`src/rtl/pc_unit.sv`:
```
// Instruction-fetch program counter: sequential stepping, trap/redirect control
// transfers, debug halt/resume, misaligned-target detection and a fetch counter.
module pc_unit #(
  parameter int          XLEN         = 64,
  parameter logic [63:0] RESET_VECTOR = 64'h0000_0000_0000_0000,
  parameter bit          SUPPORT_C    = 1'b0,
  parameter int          COUNT_W      = 32
) (
  input  logic               clk,
  input  logic               rst,
  input  logic               stall,
  input  logic               is_compressed,
  input  logic               redirect_valid,
  input  logic [XLEN-1:0]    redirect_target,
  input  logic               trap_valid,
  input  logic [XLEN-1:0]    trap_vector,
  input  logic               halt_req,
  input  logic               resume,
  output logic [XLEN-1:0]    pc,
  output logic               pc_valid,
  output logic               misaligned_fault,
  output logic [XLEN-1:0]    fault_addr,
  output logic [COUNT_W-1:0] fetch_count
);

  typedef enum logic [1:0] {
    BOOT   = 2'd0,
    RUN    = 2'd1,
    HALTED = 2'd2,
    FAULT  = 2'd3
  } state_t;

  localparam logic [XLEN-1:0] RESET_PC = XLEN'(RESET_VECTOR);

  state_t             state_reg, state_next;
  logic [XLEN-1:0]    pc_reg, pc_next;
  logic               valid_reg, valid_next;
  logic               fault_reg, fault_next;
  logic [XLEN-1:0]    fault_addr_reg, fault_addr_next;
  logic [COUNT_W-1:0] count_reg, count_next;

  logic [XLEN-1:0]    trap_aligned;
  logic [XLEN-1:0]    step_amount;
  logic [XLEN-1:0]    pc_seq;
  logic               target_misaligned;
  logic               advance;

  // Trap handlers always start on a 4-byte boundary, regardless of SUPPORT_C.
  assign trap_aligned = trap_vector & ~XLEN'(3);
  assign step_amount  = (SUPPORT_C && is_compressed) ? XLEN'(2) : XLEN'(4);
  assign pc_seq       = pc_reg + step_amount;

  generate
    if (SUPPORT_C) begin : g_align_c
      assign target_misaligned = redirect_target[0];
    end else begin : g_align_w
      assign target_misaligned = |redirect_target[1:0];
    end
  endgenerate

  always_comb begin
    state_next      = state_reg;
    pc_next         = pc_reg;
    fault_next      = fault_reg;
    fault_addr_next = fault_addr_reg;
    advance         = 1'b0;

    case (state_reg)
      BOOT: begin
        state_next = RUN;
      end

      RUN: begin
        if (trap_valid) begin
          pc_next = trap_aligned;
          advance = 1'b1;
        end else if (redirect_valid) begin
          if (target_misaligned) begin
            fault_next      = 1'b1;
            fault_addr_next = redirect_target;
            state_next      = FAULT;
          end else begin
            pc_next = redirect_target;
            advance = 1'b1;
          end
        end else if (halt_req) begin
          state_next = HALTED;
        end else if (!stall) begin
          pc_next = pc_seq;
          advance = 1'b1;
        end
      end

      HALTED: begin
        if (trap_valid) begin
          pc_next    = trap_aligned;
          state_next = RUN;
        end else if (redirect_valid) begin
          if (target_misaligned) begin
            fault_next      = 1'b1;
            fault_addr_next = redirect_target;
            state_next      = FAULT;
          end else begin
            pc_next = redirect_target;
          end
        end else if (resume && !halt_req) begin
          state_next = RUN;
        end
      end

      default: begin
        // FAULT: only a trap recovers; fault_addr is kept for the handler.
        if (trap_valid) begin
          pc_next    = trap_aligned;
          fault_next = 1'b0;
          state_next = RUN;
        end
      end
    endcase

    count_next = count_reg + (advance ? COUNT_W'(1) : COUNT_W'(0));
    valid_next = (state_next == RUN);
  end

  always_ff @(posedge clk or posedge rst) begin
    if (rst) begin
      state_reg      <= BOOT;
      pc_reg         <= RESET_PC;
      valid_reg      <= 1'b0;
      fault_reg      <= 1'b0;
      fault_addr_reg <= '0;
      count_reg      <= '0;
    end else begin
      state_reg      <= state_next;
      pc_reg         <= pc_next;
      valid_reg      <= valid_next;
      fault_reg      <= fault_next;
      fault_addr_reg <= fault_addr_next;
      count_reg      <= count_next;
    end
  end

  assign pc               = pc_reg;
  assign pc_valid         = valid_reg;
  assign misaligned_fault = fault_reg;
  assign fault_addr       = fault_addr_reg;
  assign fetch_count      = count_reg;

endmodule

```
`config.mk`:
```
export PLATFORM = sky130hd
export DESIGN_NAME = pc_unit
export DESIGN_NICKNAME = d
export VERILOG_FILES = /design/src/rtl/pc_unit.sv
export SDC_FILE = /design/constraint.sdc
export NUM_CORES = 1
export LEC_CHECK = 0
export BUFFER_PORTS_ARGS = -buffer_cell sky130_fd_sc_hd__buf_4
export CAP_MARGIN = 0
export CORE_MARGIN = 10
export CORE_UTILIZATION = 40
export DETAILED_ROUTE_END_ITERATION = 10
export GPL_TIMING_DRIVEN = 1
export SETUP_SLACK_MARGIN = 0.2
export SLEW_MARGIN = 5
export SYNTH_ARGS = -nofsm -noshare
export SYNTH_HDL_FRONTEND = slang
export SYNTH_SLANG_ARGS = --single-unit
```
`constraint.sdc`:
```
create_clock -name clk -period 5.7 [get_ports clk]
set_clock_uncertainty 0.15 [all_clocks]
set_input_delay 0.57 -clock clk [delete_from_list [all_inputs] [get_ports clk]]
set_output_delay 0.57 -clock clk [all_outputs]
set_load 0.02 [all_outputs]
```
Word-level counts from Yosys, hierarchy flattened --
Index checks and enable logic that the tools add are counted.
Cells by class: bitwise logic cells 2, equal/unequal tests 8, reduce and logical (&&, ||, !) cells 11, $add $sub $neg 2, mux-type cells 30
Operators by type and width (number):
- $mux 64 | 8
- $pmux 64 s3 | 1
- $add 64x3->64 const B | 1
- $add 32x1->32 | 1
- $mux 2 | 8
- $mux 1 | 11
- $reduce_and 5->1 | 2
- $ne 4x4->1 const B | 2
- $pmux 2 s3 | 1
- $eq 2x1->1 const B | 2
- $reduce_and 4->1 | 1
- $reduce_bool 2->1 | 2
- $reduce_or 2->1 | 2
- $ne 3x3->1 const B | 1
- $reduce_bool 3->1 | 1
- $eq 2x2->1 const B | 1
- $logic_not 2->1 | 1
- $ne 2x1->1 const B | 1
- $ne 2x2->1 const B | 1
- $not 1->1 | 2
- $pmux 1 s2 | 1
- $logic_and 1x1->1 | 1
- $logic_not 1->1 | 1
Word-level totals: bits of input ports 136, output and inout bits 162, register bits after elaboration 164, word-level logic and storage cells 59

Depth between registers and ports, before layout --
Gate-level depths: netlist of the first run.
word-level depth 7, mapped depth 13, depth with buffers taken out 10

Least setup slack after synthesis of the first run --
Ideal clock, no wire load.
path kind input to register, start input port redirect_valid, end register count_reg[29] (netlist: fetch_count[29]), required time 5.421 ns, setup time 0.129 ns, cell stages on the path 13, arrival time 2.953 ns, path slack 2.468 ns, path buffers 4, cells stage by stage buf_2 -> or2_1 -> clkbuf_1 -> clkbuf_1 -> clkbuf_1 -> o21ai_0 -> a21oi_1 -> ha_1 -> and2_1 -> nand2_1 -> nor4b_1 -> nand3_1 -> xnor2_1
On the way: cells in the longest elaborated chain, start to end 5
Ends and longest elaborated chain:
- from (decl) | RTL line 13 | input logic redirect_valid,
- $mux 1 | RTL line 77 | end else if (redirect_valid) begin
- $mux 1 | RTL line 74 | if (trap_valid) begin
- $mux 1 | RTL line 68 | case (state_reg)
- $mux 1 | RTL line 121 | count_next = count_reg + (advance ? COUNT_W'(1) : COUNT_W'(0));
- $add 32x1->32 | RTL line 121
- net count_next[29] | RTL line 40 | logic [COUNT_W-1:0] count_reg, count_next;
- to (signal assigned) | RTL line 139 | count_reg <= count_next;
- to (decl) | RTL line 40
The timed path passes the listed nets, and every way through them passes these cells. A chain may end at the register's enable or synchronous reset.

Final worst setup path of the first run --
start register state_reg[0], end register pc_reg[36] (netlist: pc[36])
On the way: cells in the longest elaborated chain, start to end 3, elaborated cells between the ends (all ways) 10, classes of those cells 5 x eq/ne; 1 x mux; 1 x bitwise; 3 x reduce/logical
Ends and longest elaborated chain:
- from (decl) | RTL line 35 | state_t state_reg, state_next;
- from (signal assigned) | RTL line 134 | state_reg <= state_next;
- $eq 2x1->1 (tied with other cells) | RTL line 68
- $ne 4x4->1 (no source line) (tied with other cells)
- $reduce_and 5->1 (no source line)
- to (signal assigned) | RTL line 135 | pc_reg <= pc_next;
- to (decl) | RTL line 36 | logic [XLEN-1:0] pc_reg, pc_next;
Parallel ways exist; a longest one is shown, timed or not.

==> flow_summary.toml, run 1 <==
[routing]
initialDrtViolationCount = 1018
detail_route.wl_per_cell_um = 23.4
route.detailed.drc = 0
first_pass_iters = 5
via_per_inst = 6.03
wl_um = 42100
num_vias = 10845
drtAntennaViolNets = 0

[worst_setup_path]
cp_max_fo = 31
worst-path-stages = 10
crit_path_start = "state_reg[0]"
critPathBufInv = 3
crit_chain = "inv_1 > ha_1 > buf_4 > o21a_1 > or2_1 > nand2_2 > buf_4 > a221oi_1 > a31oi_1 > a2bb2oi_1"
cp_slowest_cell = "ha_1"
end_kind = "flop"
r2r_cells = 10
r2r-start = "state_reg[0]"
max_stage_delay_ns = 0.56
worst-setup-path-type = "flop to flop"
cp.arrival_ns = 3.76
start_kind = "flop"
required_ns = 5.87
critPathTopFamily = "buffers and inverters"
critPathMostFrequentCell = "buf_4"

[timing]
setup_viol = 0
drv_slew = 0
worst_pin_slew_ns = 1.11
max_slew_margin_pct = 25.6
rsz0062_at_grt = "no"
post-route-min-period_ns = 3.60
timing.hold.ws_ns = 0.209
setup_tns_ns = 0
min_period_over_period_pct = 63.1
hold_viol = 0
fmax_mhz = 278

[synth]
ys_ff_latch = 164
yosysSeqAreaShare_pct = 38.8
syn_area_um2 = 10600
synth_area_leaders = "dfrtp_1 (39%), mux2_2 (7.5%), nand2_1 (4.5%)"
async_flop_share_pct = 100
yosys.area.top_type_share_pct = 38.8
ys.flop_type = "dfrtp_1"
netlist_top_cells_count = "dfrtp_1 (164), nand2_1 (127), nor2_1 (91), a21oi_1 (76), o21ai_0 (72)"
yosys_warnings = 0
synth_edf_count = 0
synth.distinct_cells = 72
syn_inst = 1197
yosys.area.top_type = "dfrtp_1"
avgSynthCellArea_um2 = 8.83
synth_nets = 1340
synth_most_common_cell = "dfrtp_1"

[clock_tree]
clock_latency_ns = 0.45
cts_setup_buffers = 0
clock_sinks = 164
cts_tree = "done"
htree_levels = 4
cts_buffers = 17
clock-root-buffer = "clkbuf_16"
max-clock-path-buffers = 2
clkSlewWorstSetupHoldPaths_ns = 0.08

[floorplan]
die_h_um = 183
fp-row-count = 59
initial_core_util_pct = 40.6
die_area_um2 = 33300
io_pins = 298
die_w_um = 183
core-area_um2 = 26100

[power]
combinationalPowerShare_pct = 56.6
power.density_nw_per_um2 = 588
leakagePower_uw = 0.00597
p_seq_share_pct = 28.4
peakVddDrop_mv = 0.264
p_int_uw = 4090
p_sw_uw = 3970
clockPowerShare_pct = 15.0
sw_frac_of_total_pct = 49.3

[global_routing]
grt_pass1_vias = 10604
grt_first_pass_wirelength_um = 64500
grt.total_usage_pct = 24.3
overflow = 0
antenna_found_initial = 3
grt_max_degree = 67

[final_layout]
drive_gt1_share_pct = 30.3
area_growth_syn_to_layout_pct = 29.6
layout.nets = 1593

[job]
drv_cap = 0

[hold_path]
holdCritStartpoint = "redirect_target[23]"
hold_depth = 2
min_path_type = "input port to flop"

[place]
io_buffers = 294
gp_congestion = 0.909
hpwl_um = 30000

[run_status]
status = "finished, final reports clean"
==> layer usage <==
| metal | routed length (µm) | track usage (%) |
|---|---|---|
| met5 | 27 | 0 |
| met4 | 848 | 6.96 |
| met3 | 3680 | 6.29 |
| met2 | 19000 | 37.8 |
| met1 | 18600 | 32.6 |
==> power groups by stage <==
stage	clock network [µW]	registers, µW	logic (µW)
final	1210	2290	4560
after global routing	1270	2370	4940
after CTS	1230	2280	4550
after detailed placement	0	2300	4540
after global placement	0	2270	4490
after floorplan	0	2690	2320
==> what timing repair did <==
item,in CTS,in global routing
hold buffers,1,0
resized for setup,0,0
endpoints found under the hold margin,35,0
==> logic make-up (layout without fill, tap and decap cells) <==
| kind of cell | count (synthesis) | in the layout | share of synthesized area (%) |
|---|---|---|---|
| AO/OA/AOI/OAI | 356 | 356 | 21.6 |
| XOR/XNOR | 47 | 47 | 3.89 |
| adder cells (fa/ha/maj) | 7 | 7 | 0.829 |
| buffers and inverters | 106 | 372 | 3.98 |
| flip-flops | 164 | 164 | 38.8 |
| multiplexers | 114 | 114 | 11.7 |
| other | 0 | 1 | 0 |
| AND/OR/NAND/NOR | 403 | 403 | 19.2 |
==> area by class of cell <==
cell class	count	area [µm²]
fillers	2478	12400
multi-input cells	927	6080
flip-flops and latches	164	4100
repair buffers	318	2400
clock buffers	17	425
well taps	335	419
clock inverters	15	175
inverters	22	87.6
diodes	1	2.50
==> path summary, 6_finish.rpt <==
path                              endpoint  slack (ns)
setup / recovery                    pc[36]        2.10
hold / removal              fault_addr[23]        0.21
setup reg to reg                    pc[36]        2.10
hold reg to reg            fetch_count[31]        0.34
max in group asynchronous           pc[57]        3.65
min in group asynchronous           pc[19]        0.51
==> layout by cell type (no fill, tap or decap), drive strengths merged, types with 7 or more instances in the layout <==
cell and count:
a211o 12, a211oi 31, a21oi 77, a31oi 27, and2 8, and3 20, and4 9, buf 317
clkbuf 17, clkinv 8, dfrtp 164, ha 7, inv 28, mux2 73, mux2i 41, nand2 127
nand3 43, nand4 34, nor2 91, nor3 28, nor4 14, o211ai 11, o21a 9, o21ai 108
o2bb2ai 7, o31ai 7, o32ai 7, or3 9, xnor2 36, xor2 11
==> through the flow <==
step	worst slack (ns)	area (µm²)	std cells	power, µW	util, %
3_3_place_gp	1.83	13100	1765	6770	50.2
2_1_floorplan	0.547	10600	1197	5010	-
6_report	2.10	13700	1799	8050	52.6
5_1_grt	1.96	13700	1799	8580	52.6
4_1_cts	2.20	13700	1798	8050	52.5
3_5_place_dp	1.79	13100	1765	6840	50.2
No activity file was read; power rests on OpenSTA's default activity.
==> run 2: changes to the inputs <==
clock period = 3.5 ns   (was 5.7 ns; I/O delays follow)
==> flow_summary.toml, run 2 (synthesis results as in run 1) <==
[run_status]
status = "finished with violations"
violations = "negative hold slack"

[power]
p_sw_uw = 6480
combinationalPowerShare_pct = 57.7
p_seq_share_pct = 27.6
power.density_nw_per_um2 = 941
clockPowerShare_pct = 14.7
peakVddDrop_mv = 0.455
leakagePower_uw = 0.00621
p_int_uw = 6900
sw_frac_of_total_pct = 48.4

[routing]
first_pass_iters = 5
num_vias = 10946
wl_um = 42300
via_per_inst = 5.93
route.detailed.drc = 0
drtAntennaViolNets = 0
initialDrtViolationCount = 940
detail_route.wl_per_cell_um = 22.9

[timing]
fmax_mhz = 338
worst_pin_slew_ns = 1.16
rsz0062_at_grt = "no"
max_slew_margin_pct = 22.5
drv_slew = 0
min_period_over_period_pct = 84.4
setup_viol = 0
post-route-min-period_ns = 2.96
timing.hold.ws_ns = -0.0649
setup_tns_ns = 0
hold_viol = 17

[floorplan]
die_h_um = 183
io_pins = 298
die_area_um2 = 33300
die_w_um = 183
fp-row-count = 59
initial_core_util_pct = 40.6
core-area_um2 = 26100

[global_routing]
grt.total_usage_pct = 24.4
grt_first_pass_wirelength_um = 64900
antenna_found_initial = 0
overflow = 0
grt_max_degree = 165
grt_pass1_vias = 10673

[clock_tree]
clkSlewWorstSetupHoldPaths_ns = 0.08
cts_buffers = 17
cts_tree = "done"
clock_sinks = 164
cts_resized = 0
clock-root-buffer = "clkbuf_16"
clock_latency_ns = 0.44
max-clock-path-buffers = 2
htree_levels = 4

[worst_setup_path]
worst-setup-path-type = "flop to flop"
required_ns = 3.67
cp_max_fo = 10
max_stage_delay_ns = 0.51
crit_chain = "ha_1 > nand3_1 > nor4_2 > nand4_2 > nor4_1 > o21ai_0 > o2bb2ai_1"
cp.arrival_ns = 3.13
start_kind = "flop"
end_kind = "flop"
cp_slowest_cell = "dfrtp_1"

[place]
gp_congestion = 0.919
dp.cells = 1785
io_buffers = 294
hpwl_um = 29900

[final_layout]
final_cells = 1846
layout_common_cells = "buf_4 (329), dfrtp_1 (164), nand2_1 (126), nor2_1 (88), a21oi_1 (76)"
fin_util_pct = 54.5
layout.nets = 1641
area_growth_syn_to_layout_pct = 34.5
drive_gt1_share_pct = 30.6
insertedDiodeCount = 0
mostFrequentLayoutCell = "buf_4"

[hold_path]
min_path_type = "input port to asynchronous set/reset pin"

[job]
drv_cap = 0
==> run 2: changes by cell type in the layout (fill, tap and decap cells not counted), sizes merged <==
cell | before | now
diode | 1 | 0
buf | 317 | 337
inv | 28 | 27
dlygate4sd3 | 1 | 29
clkinv | 8 | 9
==> run 2: cell type report <==
cell class	instances	area, µm²
Clock inverter	15	181
Multi-Input combinational cell	927	6080
Clock buffer	17	425
Sequential cell	164	4100
Inverter	22	86.3
Timing Repair Buffer	366	2920
Tap cell	335	419
Fill cell	2463	11800
==> run 2: layer usage <==
| metal | global-route usage (%) | vias to the layer above | part of all wire (%) | routed length (µm) |
|---|---|---|---|---|
| li1 | - | 5071 | - | - |
| met1 | 32.9 | 5325 | 44 | 18700 |
| met2 | 37.6 | 502 | 45 | 19000 |
| met3 | 6.27 | 48 | 9.0 | 3790 |
| met4 | 7.29 | 0 | 1.9 | 815 |
| met5 | 0 | - | 0 | 0 |
==> run 2: path summary, 6_finish.rpt <==
| path | from | end | slack [ns] | cells after the start |
|---|---|---|---|---|
| worst max-delay path | pc[3] | pc[52] | 0.54 | 7 |
| worst min-delay path | rst | fault_addr[42] | -0.06 | 3 |
| worst max register to register | pc[3] | pc[52] | 0.54 | 7 |
| worst min register to register | fetch_count[31] | fetch_count[31] | 0.34 | 1 |
| max in group asynchronous | rst | fault_addr[0] | 2.30 | 3 |
| min in group clk | redirect_target[43] | fault_addr[43] | 0.01 | 2 |
==> run 2: through the flow <==
stage / setup slack, ns / area [µm²] / total power (µW) / hold WS, ns
2_1_floorplan: 0.326 / 10600 / 8160 / 0.352
3_3_place_gp: 0.569 / 13300 / 11200 / 0.328
3_5_place_dp: 0.555 / 13300 / 11400 / 0.336
4_1_cts: 0.558 / 14200 / 13400 / 0.00199
5_1_grt: 0.282 / 14200 / 14300 / 0.00384
6_report: 0.545 / 14200 / 13400 / -0.0649
==> run 2: power groups by stage <==
stage	clock network, µW	registers (µW)	logic [µW]
5_1_grt	2080	3840	8350
3_3_place_gp	0	3680	7570
4_1_cts	2020	3670	7710
6_report	1960	3690	7720
2_1_floorplan	0	4370	3790
3_5_place_dp	0	3710	7660
==> run 2: timing repair <==
action                                 4_1_cts  5_1_grt
setup buffers                                0        0
endpoints found under the hold margin       29        0
hold buffers                                29        0
==> run 2: worst max-delay path, delay by kind of cell (launching register included) <==
kind	cells	cell delay (ns)
and+or+nand+nor	4	1.53
DFF	1	0.51
adders and majority gates	1	0.39
AOI/OAI and AO/OA	2	0.26
